==> config.mk <==
export PLATFORM = sky130hd
export DESIGN_NAME = regfile_np_flat
export DESIGN_NICKNAME = d
export VERILOG_FILES = /design/src/rtl/regfile_np_if.sv /design/src/rtl/regfile_np.sv /design/src/flat_wrapper.sv
export SDC_FILE = /design/constraint.sdc
export NUM_CORES = 1
export LEC_CHECK = 0
export CAP_MARGIN = 20
export CORE_MARGIN = 4
export CORE_UTILIZATION = 44
export DETAILED_ROUTE_END_ITERATION = 6
export HOLD_SLACK_MARGIN = 0.08
export PLACE_DENSITY = 0.75
export SLEW_MARGIN = 20
export SYNTH_ARGS = -nofsm -noshare
export SYNTH_HDL_FRONTEND = slang
export SYNTH_SLANG_ARGS = --single-unit
==> constraint.sdc <==
create_clock -name clk -period 2.4 [get_ports clk]
set_clock_uncertainty 0.2 [all_clocks]
set_input_delay 0.48 -clock clk [delete_from_list [all_inputs] [get_ports clk]]
set_output_delay 0.48 -clock clk [all_outputs]
set_load 0.01 [all_outputs]
==> src/rtl/regfile_np_if.sv <==
`timescale 1ns/1ps
// Bus bundle between the decode/control FSM (master) and regfile_np (slave).
interface regfile_np_if #(
  parameter int DATA_W = 8,
  parameter int ADDR_W = 3
);
  logic              wr_en;
  logic [ADDR_W-1:0] wr_addr;
  logic [DATA_W-1:0] wr_data;
  logic [ADDR_W-1:0] rd_addr_a;
  logic [ADDR_W-1:0] rd_addr_b;
  logic [DATA_W-1:0] rd_data_a;
  logic [DATA_W-1:0] rd_data_b;
  logic              pend_set;
  logic [ADDR_W-1:0] pend_addr;
  logic              rd_pend_a;
  logic              rd_pend_b;
  logic              clr_req;
  logic              clr_busy;

  modport master (
    output wr_en, wr_addr, wr_data, rd_addr_a, rd_addr_b,
           pend_set, pend_addr, clr_req,
    input  rd_data_a, rd_data_b, rd_pend_a, rd_pend_b, clr_busy
  );

  modport slave (
    input  wr_en, wr_addr, wr_data, rd_addr_a, rd_addr_b,
           pend_set, pend_addr, clr_req,
    output rd_data_a, rd_data_b, rd_pend_a, rd_pend_b, clr_busy
  );
endinterface

==> src/rtl/regfile_np.sv <==
`timescale 1ns/1ps
// Two-read register file with write bypass, optional hardwired-zero entry,
// per-entry pending scoreboard and a sweep-clear sequencer.
//
// state    | meaning
// ---------+----------------------------------------------------------
// ST_IDLE  | normal operation; writes, pending sets and bypass active
// ST_SWEEP | clearing entry ptr_q each cycle; writes/sets dropped
module regfile_np #(
  parameter int DATA_W   = 8,
  parameter int ADDR_W   = 3,
  parameter int ZERO_REG = 0
) (
  input logic       clk,
  input logic       rst,
  regfile_np_if.slave bus
);
  localparam int                DEPTH    = 1 << ADDR_W;
  localparam logic [ADDR_W-1:0] PTR_LAST = ADDR_W'(DEPTH - 1);
  localparam logic              HAS_ZERO = (ZERO_REG != 0);

  typedef enum logic {
    ST_IDLE  = 1'b0,
    ST_SWEEP = 1'b1
  } state_t;

  state_t            state_q, state_d;
  logic [ADDR_W-1:0] ptr_q, ptr_d;
  logic [DATA_W-1:0] data_q [DEPTH];
  logic [DEPTH-1:0]  pend_q;

  logic busy;
  logic wr_ok;
  logic set_ok;
  logic zero_a, zero_b;
  logic hit_wr_a, hit_wr_b;
  logic hit_set_a, hit_set_b;

  // Entry 0 is treated as a constant when the zero register is enabled, so
  // writes and sets aimed at it are discarded before they reach storage.
  assign busy   = (state_q == ST_SWEEP);
  assign wr_ok  = bus.wr_en & ~busy & ~(HAS_ZERO & (bus.wr_addr == '0));
  assign set_ok = bus.pend_set & ~busy & ~(HAS_ZERO & (bus.pend_addr == '0));

  assign zero_a    = HAS_ZERO & (bus.rd_addr_a == '0);
  assign zero_b    = HAS_ZERO & (bus.rd_addr_b == '0);
  assign hit_wr_a  = wr_ok & (bus.wr_addr == bus.rd_addr_a);
  assign hit_wr_b  = wr_ok & (bus.wr_addr == bus.rd_addr_b);
  assign hit_set_a = set_ok & (bus.pend_addr == bus.rd_addr_a);
  assign hit_set_b = set_ok & (bus.pend_addr == bus.rd_addr_b);

  assign bus.clr_busy = busy;

  // Sweep state register.
  always_ff @(posedge clk) begin
    if (rst) begin
      state_q <= ST_IDLE;
      ptr_q   <= '0;
    end else begin
      state_q <= state_d;
      ptr_q   <= ptr_d;
    end
  end

  // Sweep next state: one entry per cycle, leave after the last entry.
  always_comb begin
    state_d = state_q;
    ptr_d   = ptr_q;
    case (state_q)
      ST_IDLE: begin
        if (bus.clr_req) begin
          state_d = ST_SWEEP;
          ptr_d   = '0;
        end
      end
      ST_SWEEP: begin
        ptr_d = ptr_q + 1'b1;
        if (ptr_q == PTR_LAST) begin
          state_d = ST_IDLE;
          ptr_d   = '0;
        end
      end
      default: begin
        state_d = ST_IDLE;
        ptr_d   = '0;
      end
    endcase
  end

  // Storage and scoreboard update; a same-cycle pending set overrides the
  // clear implied by a write to the same entry.
  always_ff @(posedge clk) begin
    if (rst) begin
      for (int i = 0; i < DEPTH; i++) begin
        data_q[i] <= '0;
      end
      pend_q <= '0;
    end else if (busy) begin
      data_q[ptr_q] <= '0;
      pend_q[ptr_q] <= 1'b0;
    end else begin
      if (wr_ok) begin
        data_q[bus.wr_addr] <= bus.wr_data;
        pend_q[bus.wr_addr] <= 1'b0;
      end
      if (set_ok) begin
        pend_q[bus.pend_addr] <= 1'b1;
      end
    end
  end

  // Read data with write-through bypass; no bypass while sweeping.
  always_comb begin
    bus.rd_data_a = data_q[bus.rd_addr_a];
    if (hit_wr_a) bus.rd_data_a = bus.wr_data;
    if (zero_a)   bus.rd_data_a = '0;

    bus.rd_data_b = data_q[bus.rd_addr_b];
    if (hit_wr_b) bus.rd_data_b = bus.wr_data;
    if (zero_b)   bus.rd_data_b = '0;
  end

  // Pending flags report the value the entry will hold after this edge.
  always_comb begin
    bus.rd_pend_a = pend_q[bus.rd_addr_a];
    if (hit_wr_a)  bus.rd_pend_a = 1'b0;
    if (hit_set_a) bus.rd_pend_a = 1'b1;
    if (zero_a)    bus.rd_pend_a = 1'b0;

    bus.rd_pend_b = pend_q[bus.rd_addr_b];
    if (hit_wr_b)  bus.rd_pend_b = 1'b0;
    if (hit_set_b) bus.rd_pend_b = 1'b1;
    if (zero_b)    bus.rd_pend_b = 1'b0;
  end
endmodule

==> src/flat_wrapper.sv <==
// flat-port wrapper written by rule: the top's interface ports become plain ports
module regfile_np_flat 
#(
  parameter int DATA_W   = 8,
  parameter int ADDR_W   = 3,
  parameter int ZERO_REG = 0
)
  (clk, rst, bus_wr_en, bus_wr_addr, bus_wr_data, bus_rd_addr_a, bus_rd_addr_b, bus_pend_set, bus_pend_addr, bus_clr_req, bus_rd_data_a, bus_rd_data_b, bus_rd_pend_a, bus_rd_pend_b, bus_clr_busy);
  regfile_np_if #(.DATA_W(DATA_W), .ADDR_W(ADDR_W)) bus_i ();
  input logic clk;
  input logic rst;
  input wire logic [$bits(bus_i.wr_en)-1:0] bus_wr_en;
  input wire logic [$bits(bus_i.wr_addr)-1:0] bus_wr_addr;
  input wire logic [$bits(bus_i.wr_data)-1:0] bus_wr_data;
  input wire logic [$bits(bus_i.rd_addr_a)-1:0] bus_rd_addr_a;
  input wire logic [$bits(bus_i.rd_addr_b)-1:0] bus_rd_addr_b;
  input wire logic [$bits(bus_i.pend_set)-1:0] bus_pend_set;
  input wire logic [$bits(bus_i.pend_addr)-1:0] bus_pend_addr;
  input wire logic [$bits(bus_i.clr_req)-1:0] bus_clr_req;
  output wire logic [$bits(bus_i.rd_data_a)-1:0] bus_rd_data_a;
  output wire logic [$bits(bus_i.rd_data_b)-1:0] bus_rd_data_b;
  output wire logic [$bits(bus_i.rd_pend_a)-1:0] bus_rd_pend_a;
  output wire logic [$bits(bus_i.rd_pend_b)-1:0] bus_rd_pend_b;
  output wire logic [$bits(bus_i.clr_busy)-1:0] bus_clr_busy;
  assign bus_i.wr_en = bus_wr_en;
  assign bus_i.wr_addr = bus_wr_addr;
  assign bus_i.wr_data = bus_wr_data;
  assign bus_i.rd_addr_a = bus_rd_addr_a;
  assign bus_i.rd_addr_b = bus_rd_addr_b;
  assign bus_i.pend_set = bus_pend_set;
  assign bus_i.pend_addr = bus_pend_addr;
  assign bus_i.clr_req = bus_clr_req;
  assign bus_rd_data_a = bus_i.rd_data_a;
  assign bus_rd_data_b = bus_i.rd_data_b;
  assign bus_rd_pend_a = bus_i.rd_pend_a;
  assign bus_rd_pend_b = bus_i.rd_pend_b;
  assign bus_clr_busy = bus_i.clr_busy;
  regfile_np #(.DATA_W(DATA_W), .ADDR_W(ADDR_W), .ZERO_REG(ZERO_REG)) u_core (.clk(clk), .rst(rst), .bus(bus_i));
endmodule
==> results of run 1 <==
==> layout by cell type (no fill, tap or decap), drive strengths merged, types with 10 or more instances in the layout <==
cell and count:
nand2 23, clkdlybuf4s50 15, a21oi 10, dfxtp 12, edfxtp 64, xnor2 12
mux2 37, mux4 36, clkbuf 15, buf 98, nor3 64
==> metrics by stage <==
stage	utilization (%)	cell area [um2]	total power, W	TNS (ns)
floorplan	-	4920	0.00191	-0.932
global placement	54.0	5880	0.00219	-57.47
detailed placement	54.0	5880	0.00221	-58.70
CTS	59.4	6460	0.00339	-3.79
global route	59.4	6470	0.00352	-4.54
finish	59.4	6470	0.00339	-3.74
==> logic make-up after synthesis <==
logic type	share of synthesized area [%]
AOI/OAI and AO/OA	4.67
xor gates and xnor gates	2.14
adders and majority gates	0.510
buffers and inverters	3.95
DFF	44.1
muxes	29.4
and+or+nand+nor	15.2
==> final cells by class <==
type / instances / area (um2) / share of cell area [%]
well taps: 140 / 175 / 2.71
flip-flops and latches: 76 / 2160 / 33.4
clock inverters: 1 / 6.26 / 0.0967
repair buffers: 119 / 1310 / 20.2
clock buffers: 15 / 223 / 3.44
multi-input cells: 239 / 2600 / 40.1
==> timing repair <==
| action | 4_1_cts | 5_1_grt |
|---|---|---|
| setup buffers | 9 | 1 |
| pin swaps | 5 | 0 |
| hold buffers | 0 | 0 |
| resized for setup | 195 | 7 |
| gates cloned | 7 | 0 |
| endpoints found under the setup margin | 37 | 24 |
==> metal layers <==
layer  track usage (%)  vias to the layer above  share of wire [%]
met5                 0                        -                  0
met4              12.4                        0                4.6
met3              4.35                       54                7.1
met2              39.3                      197                 52
met1              27.6                     1838                 36
li1                  -                     1569                  -
==> power groups by stage <==
stage	logic, W	clock network, W	registers [W]
final	0.000811	0.00106	0.00152
after global routing	0.000856	0.00114	0.00152
after CTS	0.000806	0.00107	0.00152
after detailed placement	0.000673	0	0.00154
after global placement	0.000657	0	0.00153
after floorplan	0.000386	0	0.00153
==> registers in the layout (all words and copies together), names as in the netlist <==
signal               flops
u_core.data_q           64
u_core.pend_q            8
u_core.ptr_q             3
u_core.bus.clr_busy      1
==> worst min path at each step <==
stage | slack (ns) | end | cells after the start
finish | 0.34 | u_core.pend_q[2]$_SDFF_PP0_ | 2
global placement | 0.29 | u_core.pend_q[2]$_SDFF_PP0_ | 2
detailed placement | 0.30 | u_core.pend_q[3]$_SDFF_PP0_ | 2
floorplan | 0.26 | u_core.pend_q[1]$_SDFF_PP0_ | 2
CTS | 0.32 | u_core.pend_q[3]$_SDFF_PP0_ | 2
global route | 0.35 | u_core.pend_q[0]$_SDFF_PP0_ | 2
==> critical path, cell delays in order, from the launching register on <==
cell      delay [ns]
edfxtp_1        0.39
buf_4           0.15
mux4_2          0.45
mux2_4          0.28
mux2_4          0.26
buf_6           0.12
==> results.cfg, run 1 <==
[pwr]
seqPwrFrac_pct = 44.9
p_sw_w = 0.000850
clockPowerShare_pct = 31.2
peakVddDrop_mv = 0.301
p_comb_share_pct = 24.0
powerDensity_nw_per_um2 = 523
swShare_pct = 25.1
p_leak_nw = 2.40
internal_power_w = 0.00254

[synthesis]
synth_ff_type = edfxtp_1
synth_nets = 372
syn_area_per_cell_um2 = 14.2
synthArstFlopShare_pct = 0
synth_cell_types = 35
synthTopCellsByArea = edfxtp_1 39%, mux4_1 19%, mux2_4 5.5%
synth_area_leader_cell = edfxtp_1
synth_edf_count = 64
yosysWarnings = 0
synth-seq-cells = 76
netlist_area_um2 = 4910
yosysMostFrequentCell = edfxtp_1
netlist_instances = 345
yosysSeqAreaShare_pct = 44.1
yosys-top-cells-count = 64 x edfxtp_1, 38 x nor3_1, 36 x mux4_1
synth_top_area_share_pct = 39.2

[setup_path]
critical_path_class = reg2out
r2r_cells = 6
path_max_fanout = 2
reg2reg_from = u_core.bus.clr_busy$_SDFF_PP0_
cp-endpoint = bus_rd_data_a[5]
required_ns = 1.72
r2r-end = u_core.data_q[3][1]$_SDFFCE_PN0P_
critical_path.startpoint = u_core.data_q[1][5]$_SDFFCE_PN0P_
end_kind = output pin
arrival_ns = 2.00
cp-start-kind = flop
rrSetupSlack_ns = 0.09

[routing]
dr_total_vias = 3658
drc_errors = 0
dr.pass1.iters = 5
wl_um = 14000
first_iter_violations = 318
vias_per_cell = 6.20
wl_per_cell_um = 23.6
postRouteAntennaNets = 0

[timing]
max_freq_ghz = 0.373
hold_ws_ns = 0.336
maxSlewHeadroom_pct = 66.0
rsz0062_at_grt = true
finalHoldViolCount = 0
worstMarginPinSlew_ns = 0.510
timing.final.crit_period_ns = 2.68
setup_viol = 18
slew_violations = 0
fin_crit_sh_pct = 112
setup_ws_ns = -0.283

[placed_design]
gp_congestion = 0.916
io_buffers = 43
dp_slack_ns = -1.10
place_inst = 558
hpwl_um = 8860

[final_layout]
fill_cells = 833
drive_above_1_share_pct = 50.7
area_growth_pct = 31.9
n_antenna_cell = 0
finalNonFillerCells = 590
final_nets = 472

[min_path]
hold_class = reg2reg
min_from = u_core.pend_q[2]$_SDFF_PP0_

[grt]
grt_use_total_pct = 23.1
grt-ovfl-total = 0
grt_pass1_wl_um = 22300
grt_pass1_vias = 3861
antenna_found_initial = 0
grt_max_degree = 33

[floorplan]
dieArea_um2 = 12900
coreArea_um2 = 10900
die_x_um = 114
fp.dieH_um = 114
ios = 44
rows = 38
start_util_pct = 45.1

[clocking]
htreeDepth = 3
clock_latency_ns = 0.35
root_buffer = clkbuf_8
cts_tree = yes
cts.sinks = 76
clkTransAtPathRegs_ns = 0.08
cts_buffers = 9
clock_path_buffers = 2

[outcome]
violations = setup timing
status = finished, violations left

[job]
maxCapViolCount = 0
No activity file was read; power rests on OpenSTA's default activity.
==> inputs of run 2 (changes only) <==
--- a/config.mk
+++ b/config.mk
@@ -6,6 +6,7 @@
 export NUM_CORES = 1
 export LEC_CHECK = 0
 export CAP_MARGIN = 20
+export CORE_ASPECT_RATIO = 2
 export CORE_MARGIN = 4
 export CORE_UTILIZATION = 44
 export DETAILED_ROUTE_END_ITERATION = 6
==> run 2 against run 1 <==
The run still ends with setup timing left; clock power is 23% higher; setup slack worse by 0.046 ns; register-to-register slack better by 0.15 ns; sequential power hardly changed; die area is 0.80% higher; wire length is 11% higher.
==> results.cfg, run 2 (synthesis gave the netlist of run 1 again) <==
[timing]
slew_violations = 0
worstMarginPinSlew_ns = 0.638
timing.final.crit_period_ns = 2.73
fin_crit_sh_pct = 114
maxSlewHeadroom_pct = 57.3
setup_ws_ns = -0.329
fin_tns_setup_ns = -3.72
setup_viol = 18
max_freq_ghz = 0.366
rsz0062_at_grt = true
finalHoldViolCount = 0

[floorplan]
start_util_pct = 44.8
fp.dieH_um = 157
ios = 44
die_x_um = 82.7
rows = 54
dieArea_um2 = 13000
coreArea_um2 = 10900

[clocking]
cts_tree = yes
root_buffer = clkbuf_16
cts.sinks = 76
cts_buffers = 9
clock_path_buffers = 2
clock_latency_ns = 0.34
htreeDepth = 3
clkTransAtPathRegs_ns = 0.06

[final_layout]
area_growth_pct = 33.2
fill_cells = 822
reg_top3 = u_core.data_q x64, u_core.pend_q x8, u_core.ptr_q x3
final_cell_mix = 64 x edfxtp_1, 62 x buf_4, 38 x nor3_1
fin_util_pct = 59.7
final_nets = 478
largest_register_ffs = 64
finalNonFillerCells = 597
drive_above_1_share_pct = 52.2
regMostFlops = u_core.data_q
final_common_cell = edfxtp_1

[job]
maxCapViolCount = 0

[setup_path]
path_max_fanout = 2
cp-start-kind = flop
reg2reg_from = u_core.bus.clr_busy$_SDFF_PP0_
end_kind = output pin
r2r-end = u_core.data_q[7][4]$_SDFFCE_PN0P_
required_ns = 1.72
critical_path_class = reg2out
arrival_ns = 2.05
rrSetupSlack_ns = 0.24
r2r_cells = 6

[outcome]
status = finished, violations left
violations = setup timing

[routing]
postRouteAntennaNets = 0
wl_per_cell_um = 25.9
vias_per_cell = 6.16
dr.pass1.iters = 5
drc_errors = 0
dr_total_vias = 3675
wl_um = 15500
first_iter_violations = 443

[pwr]
p_comb_share_pct = 22.5
p_leak_nw = 2.43
swShare_pct = 25.4
internal_power_w = 0.00273
clockPowerShare_pct = 35.6
p_sw_w = 0.000929
peakVddDrop_mv = 0.313
powerDensity_nw_per_um2 = 559
seqPwrFrac_pct = 41.9

[placed_design]
gp_congestion = 0.837
hpwl_um = 10400
io_buffers = 43
place_inst = 560

[grt]
grt_pass1_vias = 3901
grt_use_total_pct = 25.0
grt-ovfl-total = 0
antenna_found_initial = 1
grt_pass1_wl_um = 22900
grt_max_degree = 25

[min_path]
hold_class = reg2reg
min_from = u_core.pend_q[6]$_SDFF_PP0_
hold_path_depth = 2
hold-path-endpoint = u_core.pend_q[6]$_SDFF_PP0_
-- run 2: cell types whose count changed in the layout (fill, tap and decap cells not counted), sizes merged --
cell           delta
buf               +4
clkinv            +3
dlygate4sd2       -2
bufbuf            +1
clkbuf            -1
clkdlybuf4s15     +1
diode             +1
-- run 2: layer usage --
layer | GRT usage (%) | vias up | wire length [um]
li1 | - | 1578 | -
met1 | 22.5 | 1774 | 4630
met2 | 43.2 | 237 | 8320
met3 | 6.41 | 86 | 1090
met4 | 23.1 | 0 | 1450
met5 | 0 | - | 0
-- run 2: critical path: stages (launching register included) --
cell and delay [ns]:
edfxtp_1 0.50, mux4_2 0.54, mux2_4 0.29, mux2_4 0.26, buf_6 0.12
-- run 2: layout make-up --
cell class	count	area [um2]	share of cell area [%]
sequential	76	2160	33.1
clock inverter	4	21.3	0.325
antenna	1	2.50	0.0383
tap	140	175	2.68
clock buffer	12	268	4.10
multi-input combinational	239	2610	39.9
timing repair buffer	125	1300	19.9
-- run 2: worst max-delay path by stage --
stage | start | endpoint | slack (ns)
global route | u_core.data_q[6][7]$_SDFFCE_PN0P_ | bus_rd_data_b[7] | -0.36
detailed placement | bus_rd_addr_b[0] | bus_rd_data_b[4] | -1.12
floorplan | rst | u_core.data_q[4][0]$_SDFFCE_PN0P_ | -0.06
CTS | bus_rd_addr_a[0] | bus_rd_data_a[4] | -0.25
finish | u_core.data_q[6][7]$_SDFFCE_PN0P_ | bus_rd_data_b[7] | -0.33
global placement | bus_rd_addr_a[0] | bus_rd_data_a[3] | -1.10
-- run 2: power by group through the flow --
| stage | sequential (W) | clock [W] | combinational (W) |
|---|---|---|---|
| final | 0.00153 | 0.00130 | 0.000822 |
| after detailed placement | 0.00155 | 0 | 0.000674 |
| after CTS | 0.00153 | 0.00131 | 0.000797 |
| after global routing | 0.00153 | 0.00137 | 0.000857 |
| after global placement | 0.00154 | 0 | 0.000657 |
| after floorplan | 0.00153 | 0 | 0.000386 |
-- run 2: metrics by stage --
step	hold WS [ns]	setup WS (ns)	area (um2)	power (W)
after detailed placement	0.298	-1.12	5900	0.00222
after global placement	0.285	-1.10	5900	0.00220
after CTS	0.314	-0.248	6500	0.00363
final	0.319	-0.329	6540	0.00366
after global routing	0.324	-0.358	6540	0.00376
after floorplan	0.256	-0.0583	4920	0.00191
-- run 2: timing repair --
| action | CTS | global route |
|---|---|---|
| setup endpoints to repair | 18 | 19 |
| pin swaps | 4 | 1 |
| hold buffers | 0 | 0 |
| cloned | 5 | 0 |
| setup buffers | 16 | 0 |
| resized for setup | 190 | 16 |
